$ cat src/rtl/led_sampler.sv
// led_sampler: windowed snapshots of the blinky LED lines over valid/ready.
// Define LED_SAMPLER_TOGGLE_CNT_EN to build the per-LED toggle counters.
module led_sampler #(
  parameter int N_LEDS        = 5,
  parameter int SAMPLE_PERIOD = 900000,
  parameter int TCNT_W        = 8
) (
  input  logic                     clki,
  input  logic                     rst,
  input  logic [N_LEDS-1:0]        led_in,
  output logic                     snap_valid,
  input  logic                     snap_ready,
  output logic [N_LEDS-1:0]        snap_leds,
  output logic [N_LEDS*TCNT_W-1:0] snap_toggles,
  output logic [15:0]              snap_seq,
  output logic                     overrun
);

  localparam logic [23:0] WLAST = 24'(SAMPLE_PERIOD - 1);

  logic [N_LEDS-1:0] led_m;
  logic [N_LEDS-1:0] led_s;
  logic [23:0]       wcnt;
  logic [15:0]       seq;
  logic              win_end;
  logic              load;

  assign win_end = (wcnt == WLAST);
  // A held snapshot being accepted this cycle frees the slot for the new one.
  assign load    = win_end && (!snap_valid || snap_ready);

  always_ff @(posedge clki) begin
    if (rst) begin
      led_m <= '0;
      led_s <= '0;
      wcnt  <= '0;
    end else begin
      led_m <= led_in;
      led_s <= led_m;
      wcnt  <= win_end ? 24'd0 : wcnt + 24'd1;
    end
  end

`ifdef LED_SAMPLER_TOGGLE_CNT_EN
  logic [N_LEDS-1:0]        led_q;
  logic [N_LEDS-1:0]        tgl;
  logic [N_LEDS*TCNT_W-1:0] tcnt;
  logic [N_LEDS*TCNT_W-1:0] tcnt_inc;

  assign tgl = led_s ^ led_q;

  always_comb begin
    tcnt_inc = tcnt;
    for (int i = 0; i < N_LEDS; i++) begin
      if (tgl[i] && (tcnt[i*TCNT_W +: TCNT_W] != '1))
        tcnt_inc[i*TCNT_W +: TCNT_W] =
          tcnt[i*TCNT_W +: TCNT_W] + TCNT_W'(1);
    end
  end

  always_ff @(posedge clki) begin
    if (rst) begin
      led_q <= '0;
      tcnt  <= '0;
    end else begin
      led_q <= led_s;
      if (win_end) begin
        for (int i = 0; i < N_LEDS; i++)
          tcnt[i*TCNT_W +: TCNT_W] <= TCNT_W'(tgl[i]);
      end else begin
        tcnt <= tcnt_inc;
      end
    end
  end

  always_ff @(posedge clki) begin
    if (rst)
      snap_toggles <= '0;
    else if (load)
      snap_toggles <= tcnt_inc;
  end
`else
  assign snap_toggles = '0;
`endif

  always_ff @(posedge clki) begin
    if (rst) begin
      snap_valid <= 1'b0;
      snap_leds  <= '0;
      snap_seq   <= '0;
      seq        <= '0;
      overrun    <= 1'b0;
    end else begin
      if (win_end)
        seq <= seq + 16'd1;
      if (load) begin
        snap_valid <= 1'b1;
        snap_leds  <= led_s;
        snap_seq   <= seq + 16'd1;
      end else if (snap_valid && snap_ready) begin
        snap_valid <= 1'b0;
      end
      if (win_end && !load)
        overrun <= 1'b1;
    end
  end

endmodule

$ cat config.mk
export PLATFORM = sky130hd
export DESIGN_NAME = led_sampler
export DESIGN_NICKNAME = d
export VERILOG_FILES = /design/src/rtl/led_sampler.sv
export SDC_FILE = /design/constraint.sdc
export NUM_CORES = 1
export LEC_CHECK = 0
export BUFFER_PORTS_ARGS = -buffer_cell sky130_fd_sc_hd__buf_2
export CORE_MARGIN = 2
export CORE_UTILIZATION = 45
export CTS_CLUSTER_DIAMETER = 50
export CTS_CLUSTER_SIZE = 16
export DETAILED_ROUTE_END_ITERATION = 10
export HOLD_SLACK_MARGIN = 0.02
export PLACE_DENSITY = 0.71
export REMOVE_ABC_BUFFERS = 1
export SETUP_SLACK_MARGIN = 0.05
export SYNTH_ARGS = -nofsm -noshare
export SYNTH_HDL_FRONTEND = slang
export SYNTH_SLANG_ARGS = --single-unit
$ cat constraint.sdc
create_clock -name clki -period 4.6 [get_ports clki]
set_input_delay 0.46 -clock clki [delete_from_list [all_inputs] [get_ports clki]]
set_output_delay 0.46 -clock clki [all_outputs]
set_load 0.02 [all_outputs]
==> results_dict.tcl <==
set metrics [dict create \
    drv_cap 0 \
    drcViolationCount 0 \
    path_max_fanout 30 \
    hold_path.startpoint "led_in[0]" \
    critPathArrivalTime_ns 2.91 \
    slew_viol_final 0 \
    ff2ff_setup_slack_ns 1.96 \
    antenna_found_initial 0 \
    ys_seq_area_frac 0.418 \
    drive_gt1_frac 0.145 \
    cts_tree "built" \
    cts-root-buf "clkbuf_8" \
    die_y_um 92.2 \
    rsz0062_at_grt "no" \
    powerDensity_nw_per_um2 312 \
    syn2layout_area_growth_pct 7.23 \
    grt_pass1_vias 2427 \
    post-cts-setup-buffer-count 0 \
    clock.fmax_mhz 379 \
    synth_warnings 0 \
    yosysTopAreaCell "dfxtp_1" \
    synth_mux_area_frac 0.0129 \
    synth-edff-count 0 \
    endpoint_kind "register" \
    htreeDepth 3 \
    clock-sinks 73 \
    synthAdderAreaFrac 0.00716 \
    async_flop_share 0 \
    synthCells 396 \
    synth_compound_area_frac 0.148 \
    coreArea_um2 7610 \
    ctsResizeCount 0 \
    antenna_cells 0 \
    finalSetupTns_ns 0 \
    synthFlopType "dfxtp_1" \
    required_ns 4.87 \
    rows 32 \
    startpoint_type "register" \
    synthXorXnorAreaFrac 0.0676 \
    grt_usage 0.162 \
    grt_pass1_wl_um 11100 \
    grt_max_degree 56 \
    preCtsSetupSlack_ns 2.09 \
    ir_worst_vdd_mv 0.204 \
    nets 428 \
    syn_avg_cell_area_um2 8.83 \
    grt_overflow 0 \
    drtPass1Iterations 4 \
    syn_area_um2 3500 \
    hold_end "led_m[0]$_SDFF_PP0_" \
    hold_violations 0 \
    setup_slack_ns 1.96 \
    p_leak_uw 0.00133 \
    cp_cell_sequence "nor4_1 > nand4_1 > or4_1 > a21oi_1" \
    yosys.area.top_type_share 0.418 \
    cp_top_family "simple AND/OR/NAND/NOR gates" \
    fin_crit_ns 2.64 \
    cpMaxStageDelayCell "nand4_1" \
    relSlewSlack 0.280 \
    fin_skew_ns 0.00804 \
    hpwlAfterDp_um 4300 \
    drt_iter0_markers 159 \
    ff2ff_path_depth 4 \
    cts_buffers 9 \
    fill_cells 754 \
    drt_wl_total_um 6630 \
    initial_utilization 0.460 \
    period_share 0.573 \
    holdPathStages 2 \
    vias 2782 \
    netlist_top_cells_area "dfxtp_1 42%, buf_4 8.6%, a21oi_1 5.2%, xor2_1 3.8%, nand3_1 3.6%" \
    synthTopCellsByCount "73 x dfxtp_1, 40 x buf_4, 36 x a21oi_1" \
    fp.dieArea_um2 8490 \
    antenna_left 0 \
    yosysMostFrequentCell "dfxtp_1" \
    gp_congestion 0.778 \
    vias_per_cell 5.31 \
    crit_type "reg -> reg" \
    ios 71 \
    wl_per_cell_um 12.7 \
    rr_startpoint "wcnt[17]$_SDFF_PP0_" \
    worst-path-buf-inv 0 \
    clkTransAtPathRegs_ns 0.07 \
    worst_slew_pin_slew_ns 1.08 \
    holdBufCountCts 0 \
    die_w_um 92.2 \
    synthSimpleGateAreaFrac 0.228 \
    status "finished, final reports clean" \
    max_stage_delay_ns 0.89 \
    timing.rr.end "seq[5]$_SDFFE_PP0N_" \
    min_path_type "in -> reg" \
    port_buffers 30 \
    clockBufferDepth 2 \
    ys_seq_elements 73 \
    synth_cell_types 39 \
    clk_latency_ns 0.35 \
    setup-violations-final 0 \
    synth_top_family_by_area "simple AND/OR/NAND/NOR gates" \
]
## power breakdown
part | internal (µW) | total, µW | switching [µW]
combinational | 7.57 | 50.2 | 42.7
sequential | 638 | 641 | 2.85
clock | 246 | 479 | 233
total | 892 | 1170 | 279
## layout by cell type (no fill, tap or decap), types with 14 or more instances in the layout
cell type  instances
dfxtp_1           73
conb_1            40
a21oi_1           36
buf_2             30
nand3_1           25
nor2_1            22
nor2b_1           16
xor2_1            15
o21ai_0           15
a211oi_1          14
## cell families (layout without fill, tap and decap cells)
group	count (synthesis)	in the layout
fa+ha+maj	2	2
simple gates	134	134
buf+inv	68	55
other cells	1	40
mux	4	4
flops	73	73
compound gates	87	87
xor+xnor	27	27
## metal layers
| metal | up-vias | routed length, µm | track usage |
|---|---|---|---|
| met5 | - | 0 | 0 |
| met4 | 0 | 50 | 0.0361 |
| met3 | 8 | 396 | 0.0608 |
| met2 | 69 | 3240 | 0.282 |
| met1 | 1312 | 2950 | 0.189 |
| li1 | 1393 | - | - |
## through the flow
step / hold slack, ns / cell area, µm² / power (µW) / instances / util
final: 0.320 / 3750 / 1170 / 524 / 0.493
after global routing: 0.303 / 3750 / 1220 / 524 / 0.493
after CTS: 0.307 / 3750 / 1180 / 524 / 0.493
after detailed placement: 0.424 / 3560 / 705 / 509 / 0.469
after global placement: 0.422 / 3560 / 704 / 509 / 0.469
after floorplan: 0.414 / 3250 / 692 / 372 / -
## layout make-up
class,count,area (µm²),share of cell area
Multi-Input combinational cell,294,1770,0.472
Clock buffer,10,128,0.0340
Sequential cell,73,1460,0.390
Clock inverter,5,57.6,0.0153
Timing Repair Buffer,35,188,0.0501
Tap cell,102,128,0.0340
Inverter,5,18.8,0.00501
## worst max-delay path by stage
stage | slack, ns | cells past startpoint | startpoint | endpoint
after floorplan | 2.08 | 4 | wcnt[17]$_SDFF_PP0_ | snap_seq[10]$_SDFFE_PP0P_
after global placement | 2.11 | 4 | wcnt[17]$_SDFF_PP0_ | seq[10]$_SDFFE_PP0N_
after detailed placement | 2.09 | 4 | wcnt[17]$_SDFF_PP0_ | seq[10]$_SDFFE_PP0N_
after CTS | 2.03 | 4 | wcnt[17]$_SDFF_PP0_ | seq[5]$_SDFFE_PP0N_
after global routing | 1.63 | 4 | wcnt[17]$_SDFF_PP0_ | seq[3]$_SDFFE_PP0N_
final | 1.96 | 4 | wcnt[17]$_SDFF_PP0_ | seq[5]$_SDFFE_PP0N_
## worst register-to-register path: cells and delay by family (launching register included)
kind	cells	cell delay (ns)
and+or+nand+nor	3	2.06
AOI/OAI and AO/OA	1	0.16
DFF	1	0.35
## registers in the layout, indices dropped and copies added, names as in the netlist
register    flops
wcnt           24
seq            16
snap_seq       16
led_m           5
led_s           5
snap_leds       5
overrun         1
snap_valid      1
(Power assumes the default switching activity.)
